==> config.mk <==
export PLATFORM = sky130hd
export DESIGN_NAME = instr_encoder
export DESIGN_NICKNAME = d
export VERILOG_FILES = /design/src/rtl/instr_encoder.sv
export SDC_FILE = /design/constraint.sdc
export NUM_CORES = 1
export LEC_CHECK = 0
export CORE_UTILIZATION = 45
export DETAILED_ROUTE_END_ITERATION = 12
export GPL_TIMING_DRIVEN = 0
export PLACE_DENSITY = 0.82
export SYNTH_ARGS = -nofsm -noshare
export SYNTH_HDL_FRONTEND = slang
export SYNTH_SLANG_ARGS = --single-unit
==> constraint.sdc <==
create_clock -name clk -period 2.1 [get_ports clk]
set_input_delay 0.21 -clock clk [delete_from_list [all_inputs] [get_ports clk]]
set_output_delay 0.21 -clock clk [all_outputs]
set_load 0.01 [all_outputs]
==> src/rtl/instr_encoder.sv <==
// instr_encoder: packs one symbolic LEGv8 instruction per handshake into its
// 32-bit machine word and presents it on the instruction-memory load port at an
// auto-incrementing byte address.
//
// Ports:
//   clk, rst_n            clock, asynchronous active-low reset
//   restart               synchronous: wr_addr back to BASE_ADDR, err_count cleared
//   in_valid / in_ready   symbolic instruction handshake (op, rd, rn, rm, imm)
//   wr_valid / wr_ready   memory write handshake (wr_addr, wr_data)
//   err                   one-cycle pulse after an illegal instruction is dropped
//   err_count             saturating count of dropped instructions
module instr_encoder #(
  parameter int unsigned           ADDR_W    = 64,
  parameter logic [ADDR_W-1:0]     BASE_ADDR = '0
) (
  input  logic              clk,
  input  logic              rst_n,
  input  logic              restart,
  input  logic              in_valid,
  output logic              in_ready,
  input  logic [3:0]        op,
  input  logic [4:0]        rd,
  input  logic [4:0]        rn,
  input  logic [4:0]        rm,
  input  logic [25:0]       imm,
  output logic              wr_valid,
  input  logic              wr_ready,
  output logic [ADDR_W-1:0] wr_addr,
  output logic [31:0]       wr_data,
  output logic              err,
  output logic [7:0]        err_count
);

  typedef enum logic [3:0] {
    OP_ADDI = 4'd0,
    OP_ADDS = 4'd1,
    OP_B    = 4'd2,
    OP_BLT  = 4'd3,
    OP_CBZ  = 4'd4,
    OP_LDUR = 4'd5,
    OP_LSL  = 4'd6,
    OP_LSR  = 4'd7,
    OP_MUL  = 4'd8,
    OP_STUR = 4'd9,
    OP_SUBS = 4'd10
  } op_e;

  logic [31:0] enc;
  logic        legal;
  logic        accept;
  logic        drain;
  // A restart that arrives while a word is stalled must not move that word's
  // address, so it is remembered and applied when the word drains.
  logic        restart_pend;

  always_comb begin
    enc   = '0;
    legal = 1'b1;
    case (op_e'(op))
      OP_ADDI: begin
        enc   = {10'b1001000100, imm[11:0], rn, rd};
        legal = (imm[25:12] == '0);
      end
      OP_ADDS: enc = {11'b10101011000, rm, 6'b000000, rn, rd};
      OP_SUBS: enc = {11'b11101011000, rm, 6'b000000, rn, rd};
      OP_MUL:  enc = {11'b10011011000, rm, 6'b011111, rn, rd};
      OP_LSL: begin
        enc   = {11'b11010011011, 5'b00000, imm[5:0], rn, rd};
        legal = (imm[25:6] == '0);
      end
      OP_LSR: begin
        enc   = {11'b11010011010, 5'b00000, imm[5:0], rn, rd};
        legal = (imm[25:6] == '0);
      end
      // Signed offsets are legal when all upper bits replicate the sign bit.
      OP_LDUR: begin
        enc   = {11'b11111000010, imm[8:0], 2'b00, rn, rd};
        legal = (&imm[25:8]) || (imm[25:8] == '0);
      end
      OP_STUR: begin
        enc   = {11'b11111000000, imm[8:0], 2'b00, rn, rd};
        legal = (&imm[25:8]) || (imm[25:8] == '0);
      end
      OP_B:    enc = {6'b000101, imm[25:0]};
      OP_CBZ: begin
        enc   = {8'b10110100, imm[18:0], rd};
        legal = (&imm[25:18]) || (imm[25:18] == '0);
      end
      OP_BLT: begin
        enc   = {8'b01010100, imm[18:0], 5'b01011};
        legal = (&imm[25:18]) || (imm[25:18] == '0);
      end
      default: legal = 1'b0;
    endcase
  end

  assign in_ready = !wr_valid || wr_ready;
  assign accept   = in_valid && in_ready;
  assign drain    = wr_valid && wr_ready;

  always_ff @(posedge clk or negedge rst_n) begin
    if (!rst_n) begin
      wr_valid     <= 1'b0;
      wr_data      <= '0;
      wr_addr      <= BASE_ADDR;
      err          <= 1'b0;
      err_count    <= '0;
      restart_pend <= 1'b0;
    end else begin
      err <= accept && !legal;

      if (accept && legal) begin
        wr_valid <= 1'b1;
        wr_data  <= enc;
      end else if (drain) begin
        wr_valid <= 1'b0;
      end

      if (restart) begin
        if (drain || !wr_valid) begin
          wr_addr      <= BASE_ADDR;
          restart_pend <= 1'b0;
        end else begin
          restart_pend <= 1'b1;
        end
      end else if (drain) begin
        wr_addr      <= restart_pend ? BASE_ADDR : wr_addr + ADDR_W'(4);
        restart_pend <= 1'b0;
      end

      if (restart) begin
        err_count <= '0;
      end else if (accept && !legal && (err_count != '1)) begin
        err_count <= err_count + 8'd1;
      end
    end
  end

endmodule

# Yosys cells after proc, flatten, opt, wreduce, memory -nomap -nowiden
# Index checks and enable logic that the tools add are counted.
[word_totals]
regBits = 107
wordCells = 58
inputBits = 50
[op_classes]
n_mux = 12
eq_ne = 12
reduce_logical = 26
n_addsub = 2
[op_table]
columns = ["cell", "n"]
rows = [
  ["32-bit case mux with 11 select lines", 1],
  ["64-bit two-way mux", 4],
  ["64-bit by 3-bit adder with 64-bit output, second input constant", 1],
  ["20-bit logical NOT", 1],
  ["18-bit logical NOT", 1],
  ["18-bit AND reduction", 1],
  ["4-bit by 3-bit equality test with 1-bit output, second input constant", 4],
  ["8-bit two-way mux", 2],
  ["14-bit logical NOT", 1],
  ["4-bit equality test, second input constant", 3],
  ["8-bit by 1-bit adder with 8-bit output, second input constant", 1],
  ["4-bit by 2-bit equality test with 1-bit output, second input constant", 2],
  ["8-bit logical NOT", 1],
  ["8-bit inequality test, second input constant", 1],
  ["8-bit AND reduction", 1],
  ["2-bit nonzero test", 3],
  ["2-bit OR reduction", 3],
  ["1-bit logical AND", 5],
  ["1-bit case mux with 5 select lines", 1],
  ["4-bit by 1-bit equality test with 1-bit output, second input constant", 1],
  ["4-bit logical NOT", 1],
  ["1-bit logical OR", 4],
  ["1-bit two-way mux", 4],
  ["4-bit OR reduction", 1],
  ["3 further kinds", 4],
]

# Longest topological paths before layout
# Gate-level depths: netlist (run 1).
[logic_depth]
ltp_word = 8
ltp_mapped = 9

# Worst setup path before layout (run 1)
# Ideal clock, no wire load.
[synth_path]
path_type = "input-to-reg"
from = "input op[0]"
to = "register wr_data[16]"
required_time_ns = 1.975
n_path_buf = 2
setup_slack_ns = -0.040
arrival_time_ns = 2.016
cell_stages = 8
setup_ns = 0.125
cell_sequence = "clkbuf_2 or3b_1 a21oi_4 o21ai_2 o211a_2 a21oi_4 buf_6 mux2_2"
[synth_between]
elab_chain_len = 4
elab_cells_between_ends = 18
cone_classes = "eq/ne (10); mux (2); reduce/logical (6)"
[synth_lines]
columns = ["item", "line", "text"]
rows = [
  ["start: declaration", "21", "input logic [3:0] op,"],
  ["4-bit by 2-bit equality test with 1-bit output, or another cell as far along", "59", "case (op_e'(op))"],
  ["4-bit OR reduction (no source line) / 2-bit OR reduction (equally long branches)", "-", ""],
  ["1-bit case mux with 5 select lines", "59", ""],
  ["1-bit logical AND", "112", "if (accept && legal) begin"],
  ["end signal: assignment", "114", "wr_data <= enc;"],
  ["end: declaration", "29", "output logic [31:0] wr_data,"],
]
# Parallel ways exist; a longest one is shown, timed or not.
# A chain may end at the register's enable or synchronous reset.

# Final worst setup path (run 1)
[layout_path]
from = "register wr_valid"
to = "register wr_addr[31]"
[layout_between]
elab_chain_len = 4
elab_cells_between_ends = 6
cone_classes = "eq/ne (1); reduce/logical (5)"
[layout_lines]
columns = ["item", "line", "text"]
rows = [
  ["start: declaration", "26", "output logic wr_valid,"],
  ["start signal: assignment", "103", "wr_valid <= 1'b0;"],
  ["start signal: assignment", "113", "wr_valid <= 1'b1;"],
  ["start signal: assignment", "116", "wr_valid <= 1'b0;"],
  ["1-bit logical AND / 1-bit logical NOT (equally long branches)", "99, 120", ""],
  ["1-bit logical OR", "120", "if (drain || !wr_valid) begin"],
  ["2-bit by 1-bit inequality test with 1-bit output (no source line)", "-", ""],
  ["2-bit AND reduction (no source line) *", "-", ""],
  ["end signal: assignment", "127", "wr_addr <= restart_pend ? BASE_ADDR : wr_addr + ADDR_W'(4);"],
  ["end: declaration", "28", "output logic [ADDR_W-1:0] wr_addr,"],
]
# Mark *: on every way between the ends. The rest lies on a longest branch, timed or not.

==> metrics, run 1 <==
Area Overhead vs Synth=45.8%; HP Class=primary input to flop; dominant cells by area after synthesis=dfrtp_1 44%, mux2_2 5.8%, nor2_1 5.0%, xnor2_1 4.7%, nand2_1 3.5%; number of H-tree levels=3; RSZ-0062 raised after global routing=true; synth cell count leaders=105 x dfrtp_1, 81 x nor2_1, 56 x nand2_1, 35 x o21ai_0, 32 x xnor2_1; Final Hold Fails=0; ys flop type=dfrtp_1; Hold WS=0.303 ns; setup TNS=-1.11 ns; CTS tree=built; DR DRC count=0; Clock power frac=33.8%; Sw Ratio=27.4%; EDFF count, synth=0; proportion of layout cells with a drive suffix above 1=17.9%; fin crit share=109%; Synth top area share=43.6%; die area=13,900 um^2; Pint=3.78 mW; Clock Skews=0.00889 ns; first-pass GRT wire length=28,500 um; row count=41; core area=12,800 um^2; cells along the critical path=mux2_2 -> nand2_1 -> nor4_1 -> nand3_1 -> xor2_1 -> nor2_1; placer congestion estimate=0.887; CP arrival=2.53 ns; fillcell total=1,009; Crit Path Max Fanout=5; Sink Count=105; ant diodes=0; total grt overflow=0; Synth Warn #=0; Detail Route Antenna Nets=0; Buffers & Inverters on Critical Path=0; Max IR drop VDD=328 uV; drt pass-1 iters=6; Async S/R FF share, synth=100%; max-cap viol count=0; #FFs+latches synth=105; Post-DP HPWL=12,200 um; Synth Cell Area=6020 um^2; FF/Latch Area=2630 um^2; CP max-delay cell=nor4_1; Multi-input gate area=3470 um^2; pins over their slew limit=0; Worst Setup Start Kind=flop; failing checks=setup timing; count leader, synth=dfrtp_1; clk slew on worst S/H paths=0.08 ns; vias in the first global route=5,478; vias per cell=5.70; initial core utilization=47.0%; Worst-Skew Late Latency=0.35 ns; # IOs=157; crit path time final=2.30 ns; Worst path max stage delay=0.93 ns; Mapped Cells=651; worst-margin pin slew=1.08 ns; Synth area leader=dfrtp_1; DR WL/cell=17.6 um; pwr dens=593 nW/um^2; pin count of the biggest net entering global routing=63; CTS buffer count=9; antenna violations before repair=0; Final #Nets=902; sequential share of the synthesized area=43.6%; final setup fails=14; chip width=118 um; Flop pwr share=44.0%; post-route worst setup slack=-0.198 ns; Via Count=5,849; Die Y=118 um; largest buffer count on any clock path=2; Fmax=0.435 GHz; Total GRT Usage=25.4%; final wirelength=18,000 um; IO Port Bufs=150; CTS root buf=clkbuf_16; status=finished with violations; sw power=1.43 mW; Gate power share=22.2%; Slew Limit Headroom=27.2%; Worst Setup End Kind=flop; critical path class=flop to flop; Starting DRT DRC Count=440; Syn Area/Cell=9.25 um^2; Crit path max-delay family=simple AND/OR/NAND/NOR gates; Yosys cell types=63; Lkg Pwr=3.77 nW; Worst EP required=2.33 ns
## area by class of cell
type / instances / area share [%]
buffer: 33 / 2.36
clock buffer: 10 / 2.72
clock inverter: 5 / 0.712
inverter: 14 / 0.598
multi-input combinational: 499 / 39.5
sequential: 105 / 30.0
tap: 172 / 2.45
timing repair buffer: 188 / 21.7
## what timing repair did
action | in CTS | in global routing
setup endpoints to repair | 78 | 70
hold endpoints to repair | 43 | 0
pin swaps | 12 | 19
setup buffers | 13 | 21
gates cloned | 1 | 1
gates resized for setup | 45 | 43
hold buffers | 1 | 0
## flip-flops by register name, indices dropped and copies added, names as in the netlist
register and flops:
err_count 8, wr_valid 1, wr_data 32, err 1
wr_addr 62, restart_pend 1
## logic make-up after synthesis
group | Yosys count | share of synthesized area [%]
simple gates | 292 | 24.8
compound gates | 111 | 12.4
flops | 105 | 43.6
xor+xnor | 50 | 7.27
buf+inv | 48 | 3.82
mux | 42 | 7.62
fa+ha+maj | 2 | 0.415
other cells | 1 | 0.0622
## metrics by stage
stage | std cells | power [mW] | setup slack (ns) | util, % | area (um^2)
floorplan | 652 | 2.81 | -0.0110 | - | 6030
global placement | 974 | 3.42 | -3.27 | 60.4 | 7750
detailed placement | 975 | 3.44 | -0.666 | 60.6 | 7770
CTS | 1005 | 5.21 | -0.0414 | 65.7 | 8430
global route | 1026 | 5.41 | -0.324 | 68.5 | 8790
finish | 1026 | 5.21 | -0.198 | 68.5 | 8790
## metal layers
metal,up-vias,global-route usage [%],share of wire [%]
li1,2739,-,-
met1,2832,36.1,44
met2,249,40.4,47
met3,29,3.83,6.8
met4,0,6.73,1.7
met5,-,0,0
## power by group through the flow
stage	registers (mW)	clock network, mW	logic, mW
floorplan	2.41	0	0.398
global placement	2.33	0	1.09
detailed placement	2.33	0	1.11
CTS	2.29	1.79	1.13
global route	2.31	1.85	1.24
finish	2.29	1.76	1.16
## cell usage in the layout, fill, tap and decap left out, types with 18 or more instances in the layout
cell type          n
and3_1            21
buf_4             34
nand2_1           56
clkdlybuf4s50_1  137
xnor2_1           32
o21ai_0           35
mux2_2            31
nor2_1            81
xor2_1            18
nand3_1           27
dfrtp_1          100
a21oi_1           20
## final timing paths
check	slack, ns	endpoint	cells past startpoint	from
worst max-delay path	-0.20	wr_addr[31]$_DFFE_PN0P_	6	wr_valid$_DFFE_PN0P_
worst min-delay path	0.30	err_count[0]$_DFFE_PN0P_	3	restart
worst max register to register	-0.20	wr_addr[31]$_DFFE_PN0P_	6	wr_valid$_DFFE_PN0P_
worst min register to register	0.51	wr_data[18]$_DFFE_PN0P_	1	wr_data[18]$_DFFE_PN0P_
max in group asynchronous	0.98	wr_addr[30]$_DFFE_PN0P_	3	rst_n
min in group asynchronous	0.40	wr_data[26]$_DFFE_PN0P_	2	rst_n
## worst min-delay path: stages
cell	delay, ns
buf_2	0.15
nor2b_1	0.11
mux2_2	0.14
(Power assumes the default switching activity.)
==> run 2, diff against run 1 <==
- CAP_MARGIN: unset -> 20
==> run 2 against run 1 <==
Compared with the run above: the flow still finishes with violations (setup timing); cell count is the same; sequential power barely moved; fmax unchanged; sequential share of layout area did not move; critical path depth stayed put; highest routed layer unchanged; non-clock buffer count unchanged; global-route usage unchanged; via count is the same; largest cell class unchanged; power is the same.
==> metrics, run 2 (synthesis results as in run 1) <==
failing checks=setup timing; most frequent cells in the layout=137 x clkdlybuf4s50_1, 100 x dfrtp_1, 81 x nor2_1; DR DRC count=0 (unchanged); core area=12,800 um^2 (unchanged); fillcell total=1,009 (unchanged); Worst-Skew Late Latency=0.35 ns (about the same); ant diodes=0 (unchanged); pins over their slew limit=0 (unchanged); CP max-delay cell=nor4_1; Worst Setup End Kind=flop; worst r2r src=wr_valid$_DFFE_PN0P_; CTS root buf=clkbuf_16; Largest regs=wr_addr: 62 flops, wr_data: 32 flops, err_count: 8 flops; Via Count=5,849 (unchanged); Starting DRT DRC Count=440 (unchanged); final setup fails=14 (unchanged); pwr dens=593 nW/um^2 (unchanged); worst-margin pin slew=1.08 ns (unchanged); Detail Route Antenna Nets=0 (unchanged); Final #Nets=902 (unchanged); drt pass-1 iters=6 (unchanged); IO Port Bufs=150 (unchanged); Hold WS=0.303 ns (unchanged); Crit path max-delay family=simple AND/OR/NAND/NOR gates; Die Y=118 um (unchanged); final wirelength=18,000 um (unchanged); setup slack, reg-to-reg=-0.20 ns (about the same); pin count of the biggest net entering global routing=63 (unchanged); Total GRT Usage=25.4% (unchanged); Sink Count=105 (unchanged); Levels on crit path=6 (unchanged); status=finished with violations; Post-DP HPWL=12,200 um (unchanged); Worst Setup Start Kind=flop; vias in the first global route=5,478 (unchanged); antenna violations before repair=0 (unchanged); critical path class=flop to flop; row count=41 (unchanged); total grt overflow=0 (unchanged); placer congestion estimate=0.887 (unchanged); post-route worst setup slack=-0.198 ns (unchanged); chip width=118 um (unchanged); cells along the critical path=mux2_2 -> nand2_1 -> nor4_1 -> nand3_1 -> xor2_1 -> nor2_1; Slew Limit Headroom=27.2% (unchanged); Lkg Pwr=3.77 nW (unchanged); DR WL/cell=17.6 um (unchanged); CTS tree=built; CTS buffer count=9 (unchanged); commonest non-fill, non-tap cell in the layout=clkdlybuf4s50_1; Layout Utilization=68.5% (unchanged); max-cap viol count=0 (unchanged); setup TNS=-1.11 ns (unchanged); Multi-input gate area=3470 um^2 (unchanged); RSZ-0062 raised after global routing=true; crit path time final=2.30 ns (unchanged); Final Hold Fails=0 (unchanged); Clock Skews=0.00889 ns (unchanged); vias per cell=5.70 (unchanged); DP Worst Slack=-0.666 ns (unchanged); number of H-tree levels=3 (unchanged); HP Class=primary input to flop; reg-to-reg endpoint=wr_addr[31]$_DFFE_PN0P_; Largest register FFs=62 (unchanged); Fmax=0.435 GHz (unchanged); largest buffer count on any clock path=2 (unchanged); Worst path max stage delay=0.93 ns (about the same); Buffers & Inverters on Critical Path=0 (unchanged); Max IR drop VDD=328 uV (unchanged); Worst EP required=2.33 ns (about the same); initial core utilization=47.0% (unchanged); Min-Delay Path Depth=3 (unchanged); R2R cell count=6 (unchanged); CP arrival=2.53 ns (about the same); most flop-heavy register=wr_addr; Layout Cells excl Fill=1,026 (unchanged); die area=13,900 um^2 (unchanged); placed cells=975 (unchanged); Area Overhead vs Synth=45.8% (unchanged); proportion of layout cells with a drive suffix above 1=17.9% (unchanged); clk slew on worst S/H paths=0.08 ns (about the same); hold_sp=restart; FF/Latch Area=2630 um^2 (unchanged); Crit Path Max Fanout=5 (unchanged); fin crit share=109% (unchanged); # IOs=157 (unchanged); hold path endpoint=err_count[0]$_DFFE_PN0P_; first-pass GRT wire length=28,500 um (unchanged)
run 2: cell counts in the layout (fill, tap and decap cells not counted):
Identical to the previous run, type by type.
run 2: worst min-delay path, stage by stage:
cell and delay, ns:
buf_2 0.15, nor2b_1 0.11, mux2_2 0.14
run 2: area by class of cell:
cell class | instances | share of cell area, %
buffer | 33 | 2.36
clock buffer | 10 | 2.72
clock inverter | 5 | 0.712
inverter | 14 | 0.598
multi-input combinational | 499 | 39.5
sequential | 105 | 30.0
tap | 172 | 2.45
timing repair buffer | 188 | 21.7
run 2: how the worst max path moves through the flow:
stage                              end  slack [ns]                   start
2_1_floorplan  wr_addr[43]$_DFFE_PN0P_       -0.01  wr_addr[8]$_DFFE_PN0P_
3_3_place_gp   wr_addr[25]$_DFFE_PN0P_       -3.27                   rst_n
3_5_place_dp   wr_data[16]$_DFFE_PN0P_       -0.67                   op[2]
4_1_cts        wr_addr[45]$_DFFE_PN0P_       -0.04  wr_addr[2]$_DFFE_PN0P_
5_1_grt        wr_addr[31]$_DFFE_PN0P_       -0.32    wr_valid$_DFFE_PN0P_
6_report       wr_addr[31]$_DFFE_PN0P_       -0.20    wr_valid$_DFFE_PN0P_
run 2: repair_timing:
| action | CTS | global route |
|---|---|---|
| hold buffers | 1 | 0 |
| setup buffers | 13 | 21 |
| hold endpoints to repair | 43 | 0 |
| cloned | 1 | 1 |
| pin swaps | 12 | 19 |
| gates resized for setup | 45 | 43 |
| setup endpoints to repair | 78 | 70 |
run 2: routing by layer:
metal,wire length [um],global-route usage [%],part of all wire (%),vias up
met5,0,0,0,-
met4,299,6.73,1.7,0
met3,1230,3.83,6.8,29
met2,8510,40.4,47,249
met1,8000,36.1,44,2832
li1,-,-,-,2739
run 2: through the flow:
| stage | power [mW] | cell area [um^2] |
|---|---|---|
| 2_1_floorplan | 2.81 | 6030 |
| 5_1_grt | 5.41 | 8790 |
| 4_1_cts | 5.21 | 8430 |
| 6_report | 5.21 | 8790 |
| 3_3_place_gp | 3.42 | 7750 |
| 3_5_place_dp | 3.44 | 7770 |
run 2: report_power, final:
group | total [mW] | switching, mW | internal (mW)
registers | 2.29 | 0.0966 | 2.20
logic | 1.16 | 0.534 | 0.623
clock network | 1.76 | 0.796 | 0.963
==> run 3, diff against run 2 <==
- CORE_MARGIN: unset -> 1.5
- GPL_TIMING_DRIVEN: 0 -> unset
==> run 3 against run 2 <==
Compared with the run above: the flow now finishes without violations; hold slack improved by 0.057 ns; sequential power is essentially flat; worst setup slack improved by 0.21 ns; global-route usage is 0.69 points higher; wire length is 1.4% higher; combinational power rose by 6%; utilization hardly changed; power increased by 3.8%; first-iteration DRC count rose by 40%; sequential cell count stayed put; largest power group unchanged; highest routed layer unchanged.
==> metrics, run 3 (synthesis results as in run 1) <==
crit path time final=2.09 ns (-0.212 ns); Hold WS=0.360 ns (+0.0573 ns); RSZ-0062 raised after global routing=true; clk slew on worst S/H paths=0.07 ns (about the same); worst-margin pin slew=0.578 ns (-0.505 ns); Slew Limit Headroom=61.3% (+34 points); most frequent cells in the layout=145 x clkdlybuf4s50_1, 107 x buf_4, 105 x dfrtp_1; Clock Skews=0.00570 ns (-0.00319 ns); CTS root buf=clkbuf_16; most flop-heavy register=wr_addr; Max Used Layer=met4; total grt overflow=0 (unchanged); cells along the critical path=clkdlybuf4s50_1 -> buf_4 -> nand4_1 -> nor3_1 -> nand3_1 -> o211a_2 -> a21oi_4 -> buf_4 -> buf_12 -> mux2_2; Via Count=6,107 (+4.4%); initial core utilization=45.9% (-1.1 points); CP max-delay cell=clkdlybuf4s50_1; Multi-input gate area=3280 um^2 (-5.6%); Final Hold Fails=0 (unchanged); Starting DRT DRC Count=614 (+40%); placer congestion estimate=0.928 (+4.6%); ant diodes=0 (unchanged); final setup fails=0 (-14); Max IR drop VDD=368 uV (+12%); Final #Nets=949 (+5.2%); setup TNS=0 ns (+1.11 ns); Worst Setup Start Kind=primary input; die area=14,100 um^2 (+1.7%); CP arrival=2.33 ns (-0.20 ns); first-pass GRT wire length=29,600 um (+3.8%); CTS tree=built; final wirelength=18,300 um (+1.4%); Area Overhead vs Synth=49.3%; vias in the first global route=5,890 (+7.5%); Sink Count=105 (unchanged); Worst-Skew Late Latency=0.36 ns (about the same); DR DRC count=0 (unchanged); fillcell total=1,013 (+0.40%); CTS buffer count=9 (unchanged); core area=13,100 um^2 (+2.4%); wire length on met1=7560 um (-5.5%); drt pass-1 iters=6 (unchanged); Crit Path Max Fanout=13 (+8); Largest regs=wr_addr: 62 flops, wr_data: 32 flops, err_count: 8 flops; # IOs=157 (unchanged); Total GRT Usage=26.1% (+0.69 points); FF/Latch Area=2630 um^2 (-0.24%); Critical Path Most Common Cell=buf_4; commonest non-fill, non-tap cell in the layout=clkdlybuf4s50_1; Largest register FFs=62 (unchanged); largest buffer count on any clock path=2 (unchanged); antenna violations before repair=0 (unchanged); chip width=119 um (+0.85%); vias per cell=5.67 (-0.63%); IO Port Bufs=154 (+2.7%); Fmax=0.479 GHz (+10%); Worst EP required=2.34 ns (about the same); Worst path max stage delay=0.52 ns (-0.41 ns); critical path class=primary input to flop; Die Y=119 um (+0.85%); pwr dens=601 nW/um^2 (+1.4%); row count=42 (+2.4%); proportion of layout cells with a drive suffix above 1=21.4% (+3.5 points); metal2 WL=8690 um (+2.0%); fin crit share=99.3% (-10 points); DR WL/cell=17.0 um (-3.5%); Post-DP HPWL=13,000 um (+6.9%); Lkg Pwr=3.84 nW (+1.7%); number of H-tree levels=3 (unchanged); max-cap viol count=0 (unchanged); pins over their slew limit=0 (unchanged); Worst Setup End Kind=flop; WL met3=1560 um (+27%); HP Class=primary input to asynchronous set/reset pin; status=completed; Power, Total=5.41 mW (+3.8%); pin count of the biggest net entering global routing=54 (-14%); Detail Route Antenna Nets=0 (unchanged)
==> run 3: layout make-up <==
| class | instances | share of cell area, % |
|---|---|---|
| clock buffers | 9 | 2.50 |
| clock inverters | 7 | 1.14 |
| inverters | 14 | 0.584 |
| multi-input cells | 499 | 36.4 |
| flip-flops and latches | 105 | 29.2 |
| well taps | 176 | 2.45 |
| repair buffers | 268 | 27.7 |
==> run 3: worst paths after layout <==
kind                                   startpoint  cells after the start  slack [ns]                      end
hold / removal                              rst_n                      2        0.36   wr_data[4]$_DFFE_PN0P_
hold reg to reg            wr_data[4]$_DFFE_PN0P_                      1        0.51   wr_data[4]$_DFFE_PN0P_
setup reg to reg             wr_valid$_DFFE_PN0P_                      6        0.02  wr_addr[59]$_DFFE_PN0P_
min in group clk                          imm[16]                      4        0.38  wr_data[21]$_DFFE_PN0P_
setup / recovery                          imm[17]                     10        0.01  wr_data[29]$_DFFE_PN0P_
max in group asynchronous                   rst_n                      3        0.98  wr_addr[17]$_DFFE_PN0P_
==> run 3: worst max-delay path, delay by kind of cell <==
| family | cells | cell delay (ns) |
|---|---|---|
| compound gates | 2 | 0.33 |
| buf+inv | 4 | 0.97 |
| mux | 1 | 0.34 |
| simple gates | 3 | 0.47 |
==> run 3: metal layers <==
| metal | vias up | global-route usage (%) |
|---|---|---|
| met4 | 0 | 9.94 |
| met2 | 276 | 41.8 |
| met1 | 2967 | 34.1 |
| li1 | 2826 | - |
| met3 | 38 | 6.76 |
| met5 | - | 0 |
==> run 3: power breakdown <==
part / switching, mW / internal, mW
clock network: 0.816 / 1.06
registers: 0.110 / 2.19
logic: 0.541 / 0.687
==> run 3: stage by stage <==
stage | std cells | util (%) | setup slack, ns | area, um^2
2_1_floorplan | 652 | - | -0.0110 | 6030
3_3_place_gp | 1057 | 64.6 | -0.354 | 8490
3_5_place_dp | 1057 | 64.6 | -0.400 | 8490
4_1_cts | 1076 | 67.5 | -0.00183 | 8870
5_1_grt | 1078 | 68.5 | -0.0867 | 9000
6_report | 1078 | 68.5 | 0.0140 | 9000
==> run 3: timing repair <==
action	CTS	global route
buffers inserted	1	2
pin swaps	3	5
hold buffers	1	0
cloned	1	0
endpoints found under the setup margin	34	48
gates resized for setup	5	23
hold endpoints to repair	34	0
